===== src/rtl/multicycle_ctrl_pkg.sv =====
// Shared definitions for the multi-cycle RV32I sequencer: states, opcodes,
// ALU / PC-source / write-back encodings and the control-word payload.
package multicycle_ctrl_pkg;

  localparam int unsigned INSTR_W  = 32;
  localparam int unsigned ST_W     = 3;
  localparam int unsigned OPC_W    = 7;
  localparam int unsigned F3_W     = 3;
  localparam int unsigned ALUCTL_W = 4;
  localparam int unsigned PCSRC_W  = 2;
  localparam int unsigned WBSEL_W  = 2;

  typedef enum logic [ST_W-1:0] {
    ST_FETCH  = 3'd0,
    ST_DECODE = 3'd1,
    ST_EXEC   = 3'd2,
    ST_MEM    = 3'd3,
    ST_WB     = 3'd4
  } state_e;

  localparam logic [OPC_W-1:0] OP_R      = 7'b0110011;
  localparam logic [OPC_W-1:0] OP_IMM    = 7'b0010011;
  localparam logic [OPC_W-1:0] OP_LOAD   = 7'b0000011;
  localparam logic [OPC_W-1:0] OP_STORE  = 7'b0100011;
  localparam logic [OPC_W-1:0] OP_BRANCH = 7'b1100011;
  localparam logic [OPC_W-1:0] OP_JAL    = 7'b1101111;

  localparam logic [ALUCTL_W-1:0] ALU_AND = 4'b0000;
  localparam logic [ALUCTL_W-1:0] ALU_OR  = 4'b0001;
  localparam logic [ALUCTL_W-1:0] ALU_ADD = 4'b0010;
  localparam logic [ALUCTL_W-1:0] ALU_SUB = 4'b0110;
  localparam logic [ALUCTL_W-1:0] ALU_SLT = 4'b0111;

  localparam logic [F3_W-1:0] F3_ADD = 3'b000;
  localparam logic [F3_W-1:0] F3_SLT = 3'b010;
  localparam logic [F3_W-1:0] F3_OR  = 3'b110;
  localparam logic [F3_W-1:0] F3_AND = 3'b111;

  localparam logic [PCSRC_W-1:0] PCSRC_SEQ = 2'b00;
  localparam logic [PCSRC_W-1:0] PCSRC_REL = 2'b01;

  localparam logic [WBSEL_W-1:0] WBSEL_ALU  = 2'b00;
  localparam logic [WBSEL_W-1:0] WBSEL_LOAD = 2'b01;
  localparam logic [WBSEL_W-1:0] WBSEL_LINK = 2'b10;

  // Per-cycle control word driven toward memories and datapath.
  typedef struct packed {
    logic                imem_req;
    logic                dmem_req;
    logic                dmem_we;
    logic                ir_write;
    logic                pc_write;
    logic [PCSRC_W-1:0]  pc_src;
    logic [ALUCTL_W-1:0] alu_ctl;
    logic                alu_src;
    logic                reg_write;
    logic [WBSEL_W-1:0]  wb_sel;
    logic                illegal;
    logic                retire;
  } ctrl_t;

  function automatic logic opcode_supported(input logic [OPC_W-1:0] opc);
    return (opc == OP_R) || (opc == OP_IMM) || (opc == OP_LOAD) ||
           (opc == OP_STORE) || (opc == OP_BRANCH) || (opc == OP_JAL);
  endfunction

  // BEQ takes on zero, BNE (funct3[0]=1) takes on non-zero.
  function automatic logic branch_taken(input logic zero, input logic is_bne);
    return zero ^ is_bne;
  endfunction

endpackage


===== src/rtl/multicycle_ctrl_alu_decoder.sv =====
// Combinational ALU operation decode from opcode, funct3 and funct7[5].
module multicycle_ctrl_alu_decoder
  import multicycle_ctrl_pkg::*;
(
  input  logic [OPC_W-1:0]    opcode_i,
  input  logic [F3_W-1:0]     funct3_i,
  input  logic                funct7b5_i,
  output logic [ALUCTL_W-1:0] alu_ctl_o
);

  always_comb begin
    alu_ctl_o = ALU_ADD;
    case (opcode_i)
      OP_R, OP_IMM: begin
        case (funct3_i)
          // Only register-register ADD/SUB uses funct7[5]; ADDI's bit 30 is immediate.
          F3_ADD:  alu_ctl_o = (opcode_i == OP_R && funct7b5_i) ? ALU_SUB : ALU_ADD;
          F3_SLT:  alu_ctl_o = ALU_SLT;
          F3_OR:   alu_ctl_o = ALU_OR;
          F3_AND:  alu_ctl_o = ALU_AND;
          default: alu_ctl_o = ALU_ADD;
        endcase
      end
      OP_BRANCH: alu_ctl_o = ALU_SUB;
      default:   alu_ctl_o = ALU_ADD;
    endcase
  end

endmodule


===== src/rtl/multicycle_ctrl.sv =====
// Multi-cycle FETCH/DECODE/EXEC/MEM/WB sequencer for the RV32I datapath.
// Control outputs are decoded each cycle from the state register, IR fields and acks.
module multicycle_ctrl
  import multicycle_ctrl_pkg::*;
#(
  parameter int unsigned XLEN    = 32,
  parameter int unsigned STATE_W = 3
) (
  input  logic               i_Clk,
  input  logic               i_Rst,
  input  logic [XLEN-1:0]    i_Instr,
  input  logic               i_Zero,
  output logic               o_IMemReq,
  input  logic               i_IMemAck,
  output logic               o_DMemReq,
  output logic               o_DMemWe,
  input  logic               i_DMemAck,
  output logic               o_IRWrite,
  output logic               o_PCWrite,
  output logic [1:0]         o_PCSrc,
  output logic [3:0]         o_ALUctl,
  output logic               o_ALUsrc,
  output logic               o_RegWrite,
  output logic [1:0]         o_WBSel,
  output logic               o_Illegal,
  output logic               o_Retire,
  output logic [STATE_W-1:0] o_State
);

  state_e               state_q, state_d;
  ctrl_t                ctrl_c;
  logic [OPC_W-1:0]     opcode;
  logic [F3_W-1:0]      funct3;
  logic                 funct7b5;
  logic [ALUCTL_W-1:0]  alu_ctl_c;
  logic                 unused_instr_bits;

  assign opcode   = i_Instr[6:0];
  assign funct3   = i_Instr[14:12];
  assign funct7b5 = i_Instr[30];

  // Register, immediate and rd fields belong to the datapath, not the sequencer.
  assign unused_instr_bits = ^{i_Instr[XLEN-1], i_Instr[29:15], i_Instr[11:7]};

  multicycle_ctrl_alu_decoder u_alu_decoder (
    .opcode_i   (opcode),
    .funct3_i   (funct3),
    .funct7b5_i (funct7b5),
    .alu_ctl_o  (alu_ctl_c)
  );

  always_ff @(posedge i_Clk) begin
    if (i_Rst) begin
      state_q <= ST_FETCH;
    end else begin
      state_q <= state_d;
    end
  end

  // Next state and per-cycle control word.
  always_comb begin
    state_d = ST_FETCH;
    ctrl_c  = '0;

    case (state_q)
      ST_FETCH: begin
        ctrl_c.imem_req = 1'b1;
        if (i_IMemAck) begin
          ctrl_c.ir_write = 1'b1;
          ctrl_c.pc_write = 1'b1;
          ctrl_c.pc_src   = PCSRC_SEQ;
          state_d         = ST_DECODE;
        end else begin
          state_d = ST_FETCH;
        end
      end

      ST_DECODE: begin
        if (opcode_supported(opcode)) begin
          state_d = ST_EXEC;
        end else begin
          ctrl_c.illegal = 1'b1;
          state_d        = ST_FETCH;
        end
      end

      ST_EXEC: begin
        ctrl_c.alu_ctl = alu_ctl_c;
        case (opcode)
          OP_R: begin
            ctrl_c.alu_src = 1'b0;
            state_d        = ST_WB;
          end
          OP_IMM: begin
            ctrl_c.alu_src = 1'b1;
            state_d        = ST_WB;
          end
          OP_LOAD, OP_STORE: begin
            ctrl_c.alu_src = 1'b1;
            state_d        = ST_MEM;
          end
          OP_BRANCH: begin
            ctrl_c.alu_src = 1'b0;
            ctrl_c.retire  = 1'b1;
            if (branch_taken(i_Zero, funct3[0])) begin
              ctrl_c.pc_write = 1'b1;
              ctrl_c.pc_src   = PCSRC_REL;
            end
            state_d = ST_FETCH;
          end
          OP_JAL: begin
            ctrl_c.pc_write  = 1'b1;
            ctrl_c.pc_src    = PCSRC_REL;
            ctrl_c.reg_write = 1'b1;
            ctrl_c.wb_sel    = WBSEL_LINK;
            ctrl_c.retire    = 1'b1;
            state_d          = ST_FETCH;
          end
          default: state_d = ST_FETCH;
        endcase
      end

      ST_MEM: begin
        ctrl_c.dmem_req = 1'b1;
        ctrl_c.dmem_we  = (opcode == OP_STORE);
        if (i_DMemAck) begin
          if (opcode == OP_STORE) begin
            ctrl_c.retire = 1'b1;
            state_d       = ST_FETCH;
          end else begin
            state_d = ST_WB;
          end
        end else begin
          state_d = ST_MEM;
        end
      end

      ST_WB: begin
        ctrl_c.reg_write = 1'b1;
        ctrl_c.wb_sel    = (opcode == OP_LOAD) ? WBSEL_LOAD : WBSEL_ALU;
        ctrl_c.retire    = 1'b1;
        state_d          = ST_FETCH;
      end

      default: state_d = ST_FETCH;
    endcase

    // Reset silences everything, including a pending fetch and any same-cycle ack.
    if (i_Rst) begin
      ctrl_c = '0;
    end
  end

  assign o_IMemReq  = ctrl_c.imem_req;
  assign o_DMemReq  = ctrl_c.dmem_req;
  assign o_DMemWe   = ctrl_c.dmem_we;
  assign o_IRWrite  = ctrl_c.ir_write;
  assign o_PCWrite  = ctrl_c.pc_write;
  assign o_PCSrc    = ctrl_c.pc_src;
  assign o_ALUctl   = ctrl_c.alu_ctl;
  assign o_ALUsrc   = ctrl_c.alu_src;
  assign o_RegWrite = ctrl_c.reg_write;
  assign o_WBSel    = ctrl_c.wb_sel;
  assign o_Illegal  = ctrl_c.illegal;
  assign o_Retire   = ctrl_c.retire;
  assign o_State    = i_Rst ? '0 : STATE_W'(state_q);

endmodule


===== config.mk =====
export PLATFORM = sky130hd
export DESIGN_NAME = multicycle_ctrl
export DESIGN_NICKNAME = d
export VERILOG_FILES = /design/src/rtl/multicycle_ctrl_pkg.sv /design/src/rtl/multicycle_ctrl_alu_decoder.sv /design/src/rtl/multicycle_ctrl.sv
export SDC_FILE = /design/constraint.sdc
export NUM_CORES = 1
export LEC_CHECK = 0
export CORE_MARGIN = 2
export CORE_UTILIZATION = 22
export DETAILED_ROUTE_END_ITERATION = 16
export PLACE_DENSITY = 0.76
export SLEW_MARGIN = 20
export SYNTH_ARGS = -nofsm -noshare
export SYNTH_HDL_FRONTEND = slang
export SYNTH_SLANG_ARGS = --single-unit

===== constraint.sdc =====
create_clock -name i_Clk -period 1.52 [get_ports i_Clk]
set_input_delay 0.304 -clock i_Clk [delete_from_list [all_inputs] [get_ports i_Clk]]
set_output_delay 0.304 -clock i_Clk [all_outputs]
set_load 0.01 [all_outputs]

# Word-level counts from Yosys, hierarchy flattened
# Cells that the tools add are included.
op_classes:
  n_addsub: 0
  multipliers: 0
  n_div: 0
  order_cmp: 0
  eq_ne: 13
  shift: 0
  muxes: 29
  n_bitwise: 1
  n_reduce_logical: 12
ops:
  columns: ["cell", "count"]
  rows:
  - ["$pmux 3 s2", 4]
  - ["$mux 3", 6]
  - ["$mux 17", 1]
  - ["$pmux 4 s4", 1]
  - ["$eq 7x6->1 const B", 2]
  - ["$eq 7x7->1 const B", 2]
  - ["$pmux 3 s4", 1]
  - ["$mux 1", 10]
  - ["$eq 3x2->1 const B", 3]
  - ["$eq 3x3->1 const B", 3]
  - ["$pmux 4 s2", 1]
  - ["$eq 7x2->1 const B", 1]
  - ["$eq 7x5->1 const B", 1]
  - ["$logic_not 3->1", 2]
  - ["$reduce_or 2->1", 3]
  - ["$logic_or 1x1->1", 5]
  - ["$mux 5", 1]
  - ["$mux 2", 2]
  - ["$mux 4", 1]
  - ["$eq 3x1->1 const B", 1]
  - ["$pmux 1 s3", 1]
  - ["$reduce_or 3->1", 1]
  - ["$logic_and 1x1->1", 1]
  - ["$xor 1x1->1", 1]
totals:
  ff_bits: 3
  latch_bits: 0
  mem_bits_rw: 0
  rom_bits: 0
  output_inout_bits: 20
  elab_cells: 56
  n_memories: 0

# Logic depth before layout (Yosys ltp)
logic_depth:
  ltp_word: 9
  ltp_mapped: 5

# Modules after synthesis
# From an unflattened synthesis, not the netlist that was laid out.
unflattened:
  hier_cells: 69
  area_unflattened_um2: 465.4
modules_own_cells:
  columns: ["module", "n_inst", "cells_each", "area_per_inst_um2", "seq_area_each_um2"]
  rows:
  - ["multicycle_ctrl", 1, 57, 385.4, 60.1]
  - ["multicycle_ctrl_alu_decoder", 1, 12, 80.1, 0.0]

# Least setup slack after synthesis
# Ideal clock, no wire load.
synth_path:
  path_kind: "reg-to-output"
  startpoint: "register state_q[0]"
  endpoint: "output port o_RegWrite"
  arrival_time_ps: 1464
  path_slack_ps: -248
  stages_incl_launch_ff: 5
  cell_sequence: "dfxtp_1 or4b_1 buf_6 nor4_2 a21o_1"
synth_between:
  elab_chain_cells: 3
  word_cells_on_any_way: 4
  classes_between: "eq/ne (2); mux (2)"
synth_lines:
  columns: ["element", "line", "text"]
  rows:
  - ["start: declaration", "multicycle_ctrl.sv:30", "state_e state_q, state_d;"]
  - ["start signal: assignment", "multicycle_ctrl.sv:56", "state_q <= state_d;"]
  - ["$eq 3x3->1 / $eq 3x2->1 (equally long branches)", "multicycle_ctrl.sv:65", "case (state_q)"]
  - ["$pmux 3 s2 *", "multicycle_ctrl.sv:65", null]
  - ["$mux 17 *", "multicycle_ctrl.sv:149", "if (i_Rst) begin"]
  - ["end: declaration", "multicycle_ctrl.sv:23", "output logic o_RegWrite,"]
# Mark *: on every way between the ends. The rest lies on a longest branch, timed or not.

# Final worst setup path
layout_path:
  startpoint: "register state_q[2]"
  endpoint: "output port o_PCWrite"
layout_between:
  elab_chain_cells: 3
  word_cells_on_any_way: 4
  classes_between: "eq/ne (1); mux (2); reduce/logical (1)"
layout_lines:
  columns: ["element", "line", "text"]
  rows:
  - ["$eq 3x2->1 / $logic_not 3->1 (equally long branches)", "multicycle_ctrl.sv:65", null]
  - ["$pmux 3 s2 *", "multicycle_ctrl.sv:65", null]
  - ["$mux 17 *", "multicycle_ctrl.sv:149", null]
  - ["end: declaration", "multicycle_ctrl.sv:19", "output logic o_PCWrite,"]
# Marks and branches as above.

==> results.yml <==
layout:
  diodes: 0
  area_delta_synth_final_pct: 182
  fillers: 173
  final_area_um2: 1260
  mostFrequentLayoutCell: "buf_4"
  final_cell_mix: "buf_4, buf_6, buf_2"
  drive_above_1_share_pct: 68.1
  largest_reg_flops: 3
  top_register: "state_q"
  reg.largest.list: "state_q (3)"
  multi_input_area_um2: 494
  fin_nets: 182
  seqCellArea_um2: 63.8
clock_network:
  clk_latency_ns: 0.24
  cts_tree: "done"
  cts_max_path_buffers: 2
  cts_sinks: 3
  cts_root_buffer: "clkbuf_4"
  cts_buffers: 3
  cts.clk_slew.worst_paths_ns: 0.04
  cts_max_level: 1
routing:
  antenna_left: 0
  met1_length_um: 794
  post_drt_wl_per_cell_um: 13.3
  drt_wl_total_mm: 2.28
  drtPass1Iterations: 4
  dr_wl_met2_mm: 1.33
  via_per_inst: 4.74
  drcViolationCount: 0
  dr_total_vias: 810
  dr_wl_met3_um: 121
  routed.top_layer: "met4"
  drt-initial-drc-count: 11
sta:
  fin_ws_ns: -0.519
  hold_viol_final: 0
  period_needed_ns: 2.04
  whs_ns: 0.569
  grt_setup_unrepaired: "true"
  clock.fmax_ghz: 0.490
  tns_ns: -4.71
  clock_skew_ns: 0.00119
  final.period_utilization_pct: 134
  setup_viol: 14
  drv_slew: 0
synth:
  synth_area_per_cell_um2: 7.00
  yosysWarnings: 0
  ys_ff_latch: 3
  ys_types: 32
  synth-seq-area-share_pct: 13.4
  postSynthCellCount: 64
  synthesis.area_um2: 448
power_and_ir_drop:
  p_per_area_nw_per_um2: 341
  leakage_nw: 0.604
  ir_worst_vdd_v: 0.000299
critical_path:
  path_cells: "or4b_4 -> buf_6 -> nor2_4 -> and3_4 -> or2_4 -> buf_6"
  cp-end-kind: "output pin"
  cp_common_cell: "buf_6"
  crit_slowest_cell: "or4b_4"
  path_buf_inv: 2
  critPathTopFamily: "simple AND/OR/NAND/NOR gates"
  cp.arrival_ns: 1.74
  crit_path_max_fanout: 4
  startpoint_type: "flip-flop"
  cpPeakStageDelay_ns: 0.57
  worst-setup-path-type: "reg2out"
  cp.required_ns: 1.22
die:
  die_x_um: 49.1
  num_io_pins: 57
  die_h_um: 49.1
  fp-row-count: 16
  start_util_pct: 23.1
  dieArea_um2: 2410
  core_area_um2: 1940
place:
  place_congestion: 0.822
  place_area_um2: 1050
  dpl_worst_slack_ns: -1.12
  dp_hpwl_mm: 1.57
  io_buffers: 33
job:
  maxCapViolations: 0
hold_path:
  hp-class: "reg2reg"
global_routing:
  grt_max_degree: 8
  grt_first_pass_wirelength_mm: 3.48
  grt_pass1_vias: 820
  track_usage_pct: 18.6
  grt-ovfl-total: 0
  antenna_found_initial: 0
status:
  status: "complete, but fails checks"
  violations: "negative setup slack"
[path summary, 6_finish.rpt]
check	from	end	slack, ns	depth (start not counted)
setup / recovery	state_q[2]	o_PCWrite	-0.52	6
hold reg to reg	state_q[1]	state_q[1]	0.57	2
setup reg to reg	state_q[1]	state_q[0]	-0.17	10
hold / removal	state_q[1]	state_q[1]	0.57	2
[layer usage]
metal / vias to the layer above / track usage, %
met4: 0 / 6.19
met3: 6 / 4.29
met1: 379 / 17.5
met2: 33 / 38.1
met5: - / 0
li1: 392 / -
[per-stage QoR]
step / power [mW] / cells / util (%)
after global routing: 0.461 / 171 / 65.1
after floorplan: 0.135 / 65 / -
after CTS: 0.421 / 167 / 61.7
after detailed placement: 0.252 / 150 / 54.3
final: 0.431 / 171 / 65.1
after global placement: 0.248 / 150 / 54.3
[cell type report]
class / count / share of cell area [%]
clock buffer: 4 / 2.08
tap: 27 / 2.67
multi-input combinational: 58 / 39.1
inverter: 1 / 0.297
sequential: 3 / 5.05
timing repair buffer: 78 / 50.8
[worst reg2reg max path, stage by stage, from the launching register on]
cell     delay (ns)
dfxtp_2        0.32
buf_6          0.13
nor4_4         0.29
nand2_1        0.12
buf_4          0.14
buf_4          0.12
buf_4          0.12
buf_4          0.12
buf_4          0.12
buf_4          0.12
nand2_1        0.05
[synth_stat cells]
| library cell | n | area, um^2 |
|---|---|---|
| nor2_1 | 2 | 7.51 |
| or4_1 | 2 | 15.0 |
| or3_1 | 1 | 6.26 |
| a21o_1 | 1 | 7.51 |
| a21oi_1 | 1 | 5.00 |
| a211o_1 | 1 | 8.76 |
| a2111oi_2 | 1 | 15.0 |
| o21ai_1 | 2 | 10.0 |
| buf_4 | 2 | 15.0 |
| or4b_2 | 1 | 10.0 |
| or2_1 | 2 | 12.5 |
| and3_4 | 1 | 11.3 |
| and2_1 | 1 | 6.26 |
| nand2b_1 | 3 | 18.8 |
| buf_6 | 1 | 11.3 |
| conb_1 | 1 | 3.75 |
| xnor2_1 | 1 | 8.76 |
| nor4_2 | 1 | 12.5 |
| nor3_1 | 3 | 15.0 |
| nand3_1 | 2 | 10.0 |
| inv_1 | 1 | 3.75 |
| o21ai_0 | 3 | 15.0 |
| and3_1 | 2 | 12.5 |
| a41oi_1 | 1 | 8.76 |
| nor4_1 | 2 | 12.5 |
| dfxtp_1 | 3 | 60.1 |
| or4b_1 | 1 | 10.0 |
| nor2_4 | 1 | 11.3 |
| a32oi_1 | 1 | 8.76 |
| nor2b_1 | 8 | 50.1 |
| a211oi_1 | 1 | 7.51 |
| nand2_1 | 10 | 37.5 |
[kinds of logic (layout without fill, tap and decap cells)]
kind of cell | count (synthesis) | in the layout | synth area share [%]
compound gates | 12 | 12 | 19.3
xor+xnor | 1 | 1 | 1.96
buf+inv | 4 | 83 | 6.70
flops | 3 | 3 | 13.4
other cells | 1 | 2 | 0.837
simple gates | 43 | 43 | 57.8
[what timing repair did]
| action | in CTS | in global routing |
|---|---|---|
| gates resized for setup | 110 | 28 |
| setup endpoints to repair | 20 | 18 |
| hold buffers | 0 | 0 |
| pin swaps | 11 | 13 |
| setup buffers | 13 | 5 |
[report_power, final]
group | switching [mW] | internal [mW]
Clock | 0.0431 | 0.0985
Sequential | 0.00126 | 0.0813
Combinational | 0.0830 | 0.124
Total | 0.127 | 0.304
No activity file was read; power rests on OpenSTA's default activity.
